$ cat config.mk
export PLATFORM = sky130hd
export DESIGN_NAME = rr_encoder_arbiter
export DESIGN_NICKNAME = d
export VERILOG_FILES = /design/src/rtl/arb_pkg.sv /design/src/rtl/rr_priority_encoder.sv /design/src/rtl/rr_encoder_arbiter.sv
export SDC_FILE = /design/constraint.sdc
export NUM_CORES = 1
export LEC_CHECK = 0
export BUFFER_PORTS_ARGS = -buffer_cell sky130_fd_sc_hd__buf_2
export CAP_MARGIN = 20
export CORE_MARGIN = 8
export CORE_UTILIZATION = 61
export DETAILED_ROUTE_END_ITERATION = 12
export GPL_ROUTABILITY_DRIVEN = 1
export HOLD_SLACK_MARGIN = 0.08
export PLACE_DENSITY = 0.82
export SYNTH_ARGS = -nofsm -noshare
export SYNTH_HDL_FRONTEND = slang
export SYNTH_HIERARCHICAL = 1
export SYNTH_SLANG_ARGS = --single-unit
$ cat constraint.sdc
create_clock -name clk -period 7.45 [get_ports clk]
set_input_delay 0.3725 -clock clk [delete_from_list [all_inputs] [get_ports clk]]
set_output_delay 0.3725 -clock clk [all_outputs]
set_load 0.01 [all_outputs]
$ cat src/rtl/arb_pkg.sv
// Shared types and constants for the 16-requester round-robin arbiter.
// Provides N, IDX_W, HOLD_MAX, the FSM state enum and a one-hot to binary encoder.
// No ports; imported by rr_priority_encoder and rr_encoder_arbiter.
package arb_pkg;

   localparam int N        = 16;
   localparam int IDX_W    = 4;
   // Maximum grant tenure; only consulted when ARB_TIMEOUT_EN is defined.
   localparam int HOLD_MAX = 8;

   typedef enum logic {
      IDLE  = 1'b0,
      GRANT = 1'b1
   } state_t;

   // OR-reduction encoder: exact for one-hot input, returns 0 for all-zero.
   function automatic logic [IDX_W-1:0] onehot_to_idx(input logic [N-1:0] oh);
      logic [IDX_W-1:0] r;
      r = '0;
      for (int i = 0; i < N; i++) begin
         if (oh[i]) r = r | IDX_W'(i);
      end
      return r;
   endfunction

endpackage

$ cat src/rtl/rr_priority_encoder.sv
// Combinational rotating priority encoder: first set bit of req searching up from ptr, wrapping.
// Ports: req (N), ptr (IDX_W) start position, mask_idx/mask_en exclude one requester;
//        any = some candidate exists, win_idx/win_onehot = selected winner (0 when none).
module rr_priority_encoder
   import arb_pkg::*;
(
   input  logic [N-1:0]     req,
   input  logic [IDX_W-1:0] ptr,
   input  logic [IDX_W-1:0] mask_idx,
   input  logic             mask_en,
   output logic             any,
   output logic [IDX_W-1:0] win_idx,
   output logic [N-1:0]     win_onehot
);

   logic [N-1:0]     cand;
   logic [IDX_W-1:0] probe;

   always_comb begin
      cand  = req;
      any   = 1'b0;
      win_idx = '0;
      probe = '0;
      if (mask_en) cand[mask_idx] = 1'b0;
      // probe wraps naturally at IDX_W bits because N is a power of two
      for (int i = 0; i < N; i++) begin
         probe = ptr + IDX_W'(i);
         if (!any && cand[probe]) begin
            any     = 1'b1;
            win_idx = probe;
         end
      end
      win_onehot = any ? (N'(1) << win_idx) : '0;
   end

endmodule

$ cat src/rtl/rr_encoder_arbiter.sv
// 16-requester round-robin arbiter with registered one-hot grant and encoded index.
// Ports: clk, rst (async, active-high), req[N], done -> gnt[N], gnt_idx[IDX_W], gnt_valid, timeout.
// Optional macro ARB_TIMEOUT_EN: forces a release after HOLD_MAX grant cycles and pulses timeout.
module rr_encoder_arbiter
   import arb_pkg::*;
(
   input  logic             clk,
   input  logic             rst,
   input  logic [N-1:0]     req,
   input  logic             done,
   output logic [N-1:0]     gnt,
   output logic [IDX_W-1:0] gnt_idx,
   output logic             gnt_valid,
   output logic             timeout
);

   state_t           state, state_nxt;
   logic [IDX_W-1:0] ptr, ptr_nxt;
   logic [N-1:0]     gnt_nxt;
   logic [IDX_W-1:0] gnt_idx_nxt;
   logic             gnt_valid_nxt;
   logic             timeout_nxt;
   logic             new_grant;

   logic             any;
   logic [IDX_W-1:0] win_idx;
   logic [N-1:0]     win_onehot;
   logic             rel_normal;
   logic             forced;
   logic             rel;

   // While granted, the current holder is excluded so a release re-arbitrates among others.
   rr_priority_encoder u_enc (
      .req        (req),
      .ptr        (ptr),
      .mask_idx   (gnt_idx),
      .mask_en    (state == GRANT),
      .any        (any),
      .win_idx    (win_idx),
      .win_onehot (win_onehot)
   );

   assign rel_normal = (state == GRANT) && (done || !req[gnt_idx]);

`ifdef ARB_TIMEOUT_EN
   localparam int CNT_W = $clog2(HOLD_MAX + 1);
   logic [CNT_W-1:0] tenure;

   // Cycle HOLD_MAX-1 of a tenure with no natural release counts as a release.
   assign forced = (state == GRANT) && !rel_normal && (tenure == CNT_W'(HOLD_MAX - 1));

   always_ff @(posedge clk or posedge rst) begin
      if (rst) begin
         tenure <= '0;
      end else if (new_grant || state_nxt != GRANT) begin
         tenure <= '0;
      end else begin
         tenure <= tenure + 1'b1;
      end
   end
`else
   assign forced = 1'b0;
`endif

   assign rel = rel_normal || forced;

   always_comb begin
      state_nxt     = state;
      ptr_nxt       = ptr;
      gnt_nxt       = gnt;
      gnt_idx_nxt   = gnt_idx;
      gnt_valid_nxt = gnt_valid;
      timeout_nxt   = 1'b0;
      new_grant     = 1'b0;
      case (state)
         IDLE: begin
            if (any) new_grant = 1'b1;
         end
         GRANT: begin
            timeout_nxt = forced;
            if (rel) begin
               if (any) begin
                  new_grant = 1'b1;
               end else begin
                  state_nxt     = IDLE;
                  gnt_nxt       = '0;
                  gnt_idx_nxt   = '0;
                  gnt_valid_nxt = 1'b0;
               end
            end
         end
         default: begin
            state_nxt     = IDLE;
            gnt_nxt       = '0;
            gnt_idx_nxt   = '0;
            gnt_valid_nxt = 1'b0;
         end
      endcase
      if (new_grant) begin
         state_nxt     = GRANT;
         gnt_nxt       = win_onehot;
         gnt_idx_nxt   = onehot_to_idx(win_onehot);
         gnt_valid_nxt = 1'b1;
         ptr_nxt       = win_idx + 1'b1;  // wraps 15 -> 0
      end
   end

   always_ff @(posedge clk or posedge rst) begin
      if (rst) begin
         state     <= IDLE;
         ptr       <= '0;
         gnt       <= '0;
         gnt_idx   <= '0;
         gnt_valid <= 1'b0;
         timeout   <= 1'b0;
      end else begin
         state     <= state_nxt;
         ptr       <= ptr_nxt;
         gnt       <= gnt_nxt;
         gnt_idx   <= gnt_idx_nxt;
         gnt_valid <= gnt_valid_nxt;
         timeout   <= timeout_nxt;
      end
   end

endmodule
==> results of run 1 <==
[cell usage after synthesis, types with 6 or more instances]
master	number
dfrtp_1	26
nand2b_1	14
nor3_1	33
o211a_1	7
nor2b_1	9
buf_2	10
nand2_1	59
xor2_1	7
mux2i_1	19
a21oi_1	44
o211ai_1	8
nand3_1	15
mux2_2	11
nor4_1	45
mux4_2	15
clkbuf_1	17
inv_1	6
xnor2_1	7
o21ai_0	26
o22ai_1	11
nor2_1	32
ha_1	8
or2_2	7
a22o_1	21
[kinds of logic after synthesis]
| group | count (synthesis) | synth area share |
|---|---|---|
| flops | 26 | 0.1439 |
| simple gates | 255 | 0.3103 |
| buf+inv | 50 | 0.05646 |
| other cells | 1 | 0.0008295 |
| xor+xnor | 15 | 0.03072 |
| fa+ha+maj | 8 | 0.02214 |
| compound gates | 175 | 0.2784 |
| mux | 48 | 0.1572 |
[worst paths after layout]
| path | endpoint | from | slack (ps) |
|---|---|---|---|
| worst max-delay path | gnt_idx[2] | gnt_idx[2] | 1400 |
| worst min-delay path | gnt[13] | rst | 300 |
| worst max register to register | gnt_idx[2] | gnt_idx[2] | 1400 |
| worst min register to register | gnt[1] | gnt[1] | 500 |
| max in group asynchronous | gnt[2] | rst | 6580 |
| min in group clk | gnt_valid | done | 460 |
[area by class of cell]
| type | count | area (sq um) |
|---|---|---|
| Tap cell | 99 | 123.9 |
| Multi-Input combinational cell | 502 | 3615 |
| Timing Repair Buffer | 47 | 275.3 |
| Fill cell | 636 | 2429 |
| Sequential cell | 26 | 650.6 |
| Inverter | 12 | 50.05 |
| Clock inverter | 1 | 30.03 |
| Clock buffer | 3 | 41.29 |
[placed cells by master, fill, tap and decap left out, drive strengths merged, types with 4 or more instances in the layout]
| cell | instances |
|---|---|
| mux2i | 22 |
| o221ai | 4 |
| nor4 | 50 |
| nand4 | 4 |
| o211a | 7 |
| or2 | 12 |
| buf | 47 |
| a21oi | 44 |
| inv | 10 |
| a22o | 21 |
| and2 | 5 |
| o21ai | 27 |
| dfrtp | 26 |
| a211oi | 4 |
| o22ai | 12 |
| nand3 | 17 |
| nand2 | 59 |
| nor2 | 32 |
| nor3 | 33 |
| a22oi | 4 |
| nor2b | 10 |
| o21a | 4 |
| nand2b | 14 |
| xnor2 | 8 |
| nand3b | 5 |
| xor2 | 7 |
| mux2 | 11 |
| mux4 | 15 |
| ha | 8 |
| o211ai | 8 |
| or3 | 4 |
[metrics by stage]
| stage | hold WS, ps | area [sq um] |
|---|---|---|
| finish | 298.7 | 4786 |
| detailed placement | 475.8 | 4687 |
| floorplan | 412.5 | 4521 |
| global route | 374.0 | 4786 |
| global placement | 468.2 | 4687 |
| CTS | 323.7 | 4758 |
[state kept, by name, summed over array words and instances, names as in the netlist]
register,flops
gnt_idx,4
gnt,16
ptr,4
state,1
gnt_valid,1
[critical path, stage by stage, from the launching register on]
cell and delay [ps]:
dfrtp_1 750, nand3_1 410, o21ai_0 730, o22ai_1 300, mux4_2 550, mux2i_1 350, nand4_1 310, or4_4 640
o32ai_2 280, o21ba_1 450, inv_4 130, nor4_1 640, nor2_1 170, nand3_1 120, a22o_1 140
[per-layer routing]
layer  part of all wire  wire length, microns  up-vias
met4              0.044                   705        0
met2               0.46                  7393      403
met5                  0                     0        -
met1               0.39                  6188     2437
met3               0.11                  1780       70
li1                   -                     -     2290
==> summary.md, run 1 <==
| Metric | Value |
|---|---|
| Die W | `102.1 microns` |
| Cell type with the largest total area after synthesis | `dfrtp_1` |
| Mean Syn Cell Area | `7.821 sq um` |
| Unrepaired setup endpoints after global routing | `false` |
| Clock buffer depth | `2` |
| Die Span Y | `102.1 microns` |
| Reg clk slew, reported paths | `90 ps` |
| Initial DRC count | `around 660` |
| DR vias/cell | `~7.5` |
| Met3 usage | `0.05450` |
| CP max FO | `16` |
| Clock Skews | `2.366 ps` |
| Overflow after GRT | `0` |
| Fmax | `165.4 MHz` |
| Initial antenna violation count | `0` |
| Critical path type | `reg2reg` |
| Startpoint Class | `register` |
| Via count | `between 5000 and 6000` |
| Met1 usage | `0.3929` |
| Port Buffers | `39` |
| HPWL Detailed | `12010 microns` |
| Cts bufs inserted | `3` |
| Starting Density | `0.6266` |
| CTS HTree Levels | `1` |
| Distinct cell type count after synthesis | `88` |
| Status | `finished, final reports clean` |
| Area delta synth->final | `5.868%` |
| Post-Syn Area | `4521 sq um` |
| Period utilization | `0.8117` |
| Worst Tran Pin Value | `between 1000 and 1500 ps` |
| Grt met2 use | `0.4828` |
| Remaining routing DRC violations | `0` |
| DRT Pass-1 Iters | `8` |
| Min Tclk post-route | `6047 ps` |
| CTS tree | `done` |
| Seq/Total Area, Yosys | `0.1439` |
| Post-CTS setup buffer count | `0` |
| Worst endpoint required time | `approximately 7700 ps` |
| Min-delay worst type | `in2async` |
| Final setup violation count | `0` |
| Vias in the first global route | `4847` |
| Max-cap violations | `0` |
| Post-route insts no fill | `690` |
| Pre-CTS setup slack | `1319 ps` |
| Placed cell count | `about 690` |
| Final Worst Setup Slack | `1403 ps` |
| GR peak layer | `met2` |
| Endpoint class of the critical path | `register` |
| Fin. max-slew vios | `0` |
| DR WL/cell | `23.29 microns` |
| Syn Inst Count | `578` |
| Share of cells above drive strength 1 | `0.1861` |
| Synth warn | `6` |
| Number of synthesized flops with an enable pin | `0` |
| Final hold vios | `0` |
| Data arrival time of the worst path | `roughly 6300 ps` |
| Overall routing resource usage | `0.3036` |
| Root buffer cell | `clkbuf_8` |
| CORE AREA | `7214 sq um` |
| Final Util | `0.6634` |
| Main synth FF type | `dfrtp_1` |
| FF-to-FF path depth | `14` |
| Yosys top cell area share | `0.1439` |
| CTS Sinks | `26` |
| Antenna Nets Post-Route | `0` |
| Resized Gates After CTS | `0` |
| Post-CTS Hold Fix Bufs | `0` |
| Seq cells post-synth | `26` |
| Die area | `approximately 10000 sq um` |
| I/O pins | `between 40 and 50` |
| N_diodes | `0` |
| Gpl congestion | `roughly 0.99` |
| Largest net degree at the start of global routing | `38` |
| Setup TNS | `0 ps` |
| Synthesized Nets | `about 610` |
| Synth top area cells | `dfrtp_1 14%, mux4_2 7.5%, nor4_1 6.2%` |
| Clk_lat worst skew | `270 ps` |
| Rows | `31` |
| Post-synth ARST share | `1.000` |
| Post-layout nets | `around 620` |
| First-pass GRT wire length | `25150 microns` |
| Slew Limit Headroom | `0.2996` |
| Total routed wirelength | `16070 microns` |
Power of run 1 is not shown: default switching activity piles up to over one toggle a cycle in this logic, so the estimate is an artifact.
==> run 2, diff against run 1 <==
- clock period: 7.45 -> 6.3 ns (I/O delays scaled with it)
==> summary.md, run 2 (synthesis gave the netlist of run 1 again) <==
| Metric | Value |
|---|---|
| Worst Tran Pin Value | `887.1 ps` |
| Starting Density | `0.6266` |
| Final Worst Setup Slack | `approximately 600 ps` |
| Overall routing resource usage | `0.3005` |
| Initial antenna violation count | `0` |
| Min Tclk post-route | `5705 ps` |
| Fmax | `175.3 MHz` |
| Clock Skews | `between 3 and 4 ps` |
| Critical path type | `reg2reg` |
| Post-layout nets | `624` |
| DR vias/cell | `7.555` |
| First-pass GRT wire length | `25020 microns` |
| Hold path start | `done` |
| CTS HTree Levels | `1` |
| Max reg flops | `16` |
| Rows | `31` |
| Cts bufs inserted | `3` |
| Worst path top cell family by delay | `compound AO/OA/AOI/OAI gates` |
| Register cell area after layout | `650.6 sq um` |
| DR WL/cell | `roughly 23 microns` |
| Via count | `between 5000 and 6000` |
| Top Registers | `gnt: 16 flops, gnt_idx: 4 flops, ptr: 4 flops` |
| Total routed wirelength | `between 15000 and 20000 microns` |
| Clk_lat worst skew | `270 ps` |
| Min Hold Slack | `415.3 ps` |
| I/O pins | `41` |
| HPWL Detailed | `12030 microns` |
| Min-delay worst type | `in2reg` |
| Die area | `10420 sq um` |
| Commonest non-fill, non-tap cell in the layout | `nand2_1` |
| Largest register by flop count | `gnt` |
| CP Cell Sequence | `and2_1 -> a21oi_1 -> nor3_1 -> o41ai_1 -> o22ai_1 -> o211ai_1 -> nor2b_4 -> o31ai_1 -> a221oi_1 -> a311oi_2 -> inv_2 -> nor4_1 -> nor3_1 -> nand3_1 -> a22o_1` |
| Startpoint Class | `register` |
| Area delta synth->final | `6.753%` |
| CP max stage delay | `~850 ps` |
| CP max FO | `16` |
| Max-cap violations | `0` |
| Worst endpoint required time | `6510 ps` |
| Endpoint class of the critical path | `register` |
| Share of cells above drive strength 1 | `0.1913` |
| Final Util | `0.6689` |
| Final setup violation count | `0` |
| Period utilization | `0.9055` |
| Fill cells | `654` |
| Initial DRC count | `750` |
| Remaining routing DRC violations | `0` |
| Buf/Inv on CP | `1` |
| Unrepaired setup endpoints after global routing | `false` |
| Final hold vios | `0` |
| R2R Path Start | `gnt_idx[0]` |
| Cell mode on critical path | `nor3_1` |
| Crit. Startpoint | `gnt_idx[0]` |
| Area occupied by multi-input gates | `3615 sq um` |
| CTS tree | `done` |
| Die W | `102.1 microns` |
| Root buffer cell | `clkbuf_8` |
| Fin. max-slew vios | `0` |
| Antenna Nets Post-Route | `0` |
| Die Span Y | `around 100 microns` |
| Post-CTS setup buffer count | `0` |
| Largest net degree at the start of global routing | `36` |
| Gpl congestion | `1.009` |
| CORE AREA | `7214 sq um` |
| CTS Sinks | `26` |
| DRT Pass-1 Iters | `8` |
| Pre-CTS setup slack | `864.2 ps` |
| N_diodes | `0` |
| Data arrival time of the worst path | `5910 ps` |
| Most frequent cells in the layout | `59 x nand2_1, 45 x nor4_1, 44 x a21oi_1` |
| Resized Gates After CTS | `0` |
| Setup TNS | `0 ps` |
| Reg clk slew, reported paths | `90 ps` |
| Critical-path top delay cell | `o41ai_1` |
| Vias in the first global route | `4797` |
| Clock buffer depth | `2` |
| Port Buffers | `39` |
| Status | `finished, final reports clean` |
| Slew Limit Headroom | `0.4009` |
| Overflow after GRT | `0` |
run 2: worst min-delay path, cell delays in order:
cell and delay [ps]:
buf_2 90, nor2b_1 50, nand3_2 110, nand3b_1 80
run 2: path summary, 6_finish.rpt:
check                        endpoint  slack, ps  cells after the start
setup / recovery           gnt_idx[2]        600                     15
hold / removal                  state        420                      4
setup reg to reg           gnt_idx[2]        600                     15
hold reg to reg                gnt[1]        500                      1
max in group asynchronous      gnt[0]       5430                      4
min in group asynchronous       state        490                      3
run 2: area by class of cell:
type	count	area share
clock buffers	3	0.008556
clock inverters	1	0.006222
inverters	12	0.01037
multi-input cells	502	0.7490
flip-flops and latches	26	0.1348
well taps	99	0.02567
repair buffers	52	0.06534
run 2: repair_timing:
| item | in CTS | in global routing |
|---|---|---|
| hold buffers | 0 | 1 |
| endpoints found under the setup margin | 0 | 0 |
| hold endpoints to repair | 0 | 2 |
run 2: per-layer routing:
| layer | share of wire | wire (microns) | vias to the layer above | GRT usage |
|---|---|---|---|---|
| met1 | 0.39 | 6176 | 2438 | 0.3934 |
| li1 | - | - | 2308 | - |
| met5 | 0 | 0 | - | 0 |
| met4 | 0.036 | 575 | 0 | 0.1027 |
| met2 | 0.46 | 7278 | 432 | 0.4823 |
| met3 | 0.12 | 1846 | 73 | 0.05790 |
run 2: stage by stage:
step / area, sq um / instances
floorplan: 4521 / 578
global placement: 4717 / 689
detailed placement: 4717 / 689
CTS: 4788 / 693
global route: 4826 / 695
finish: 4826 / 695
Power of run 2 is left out for the same reason.
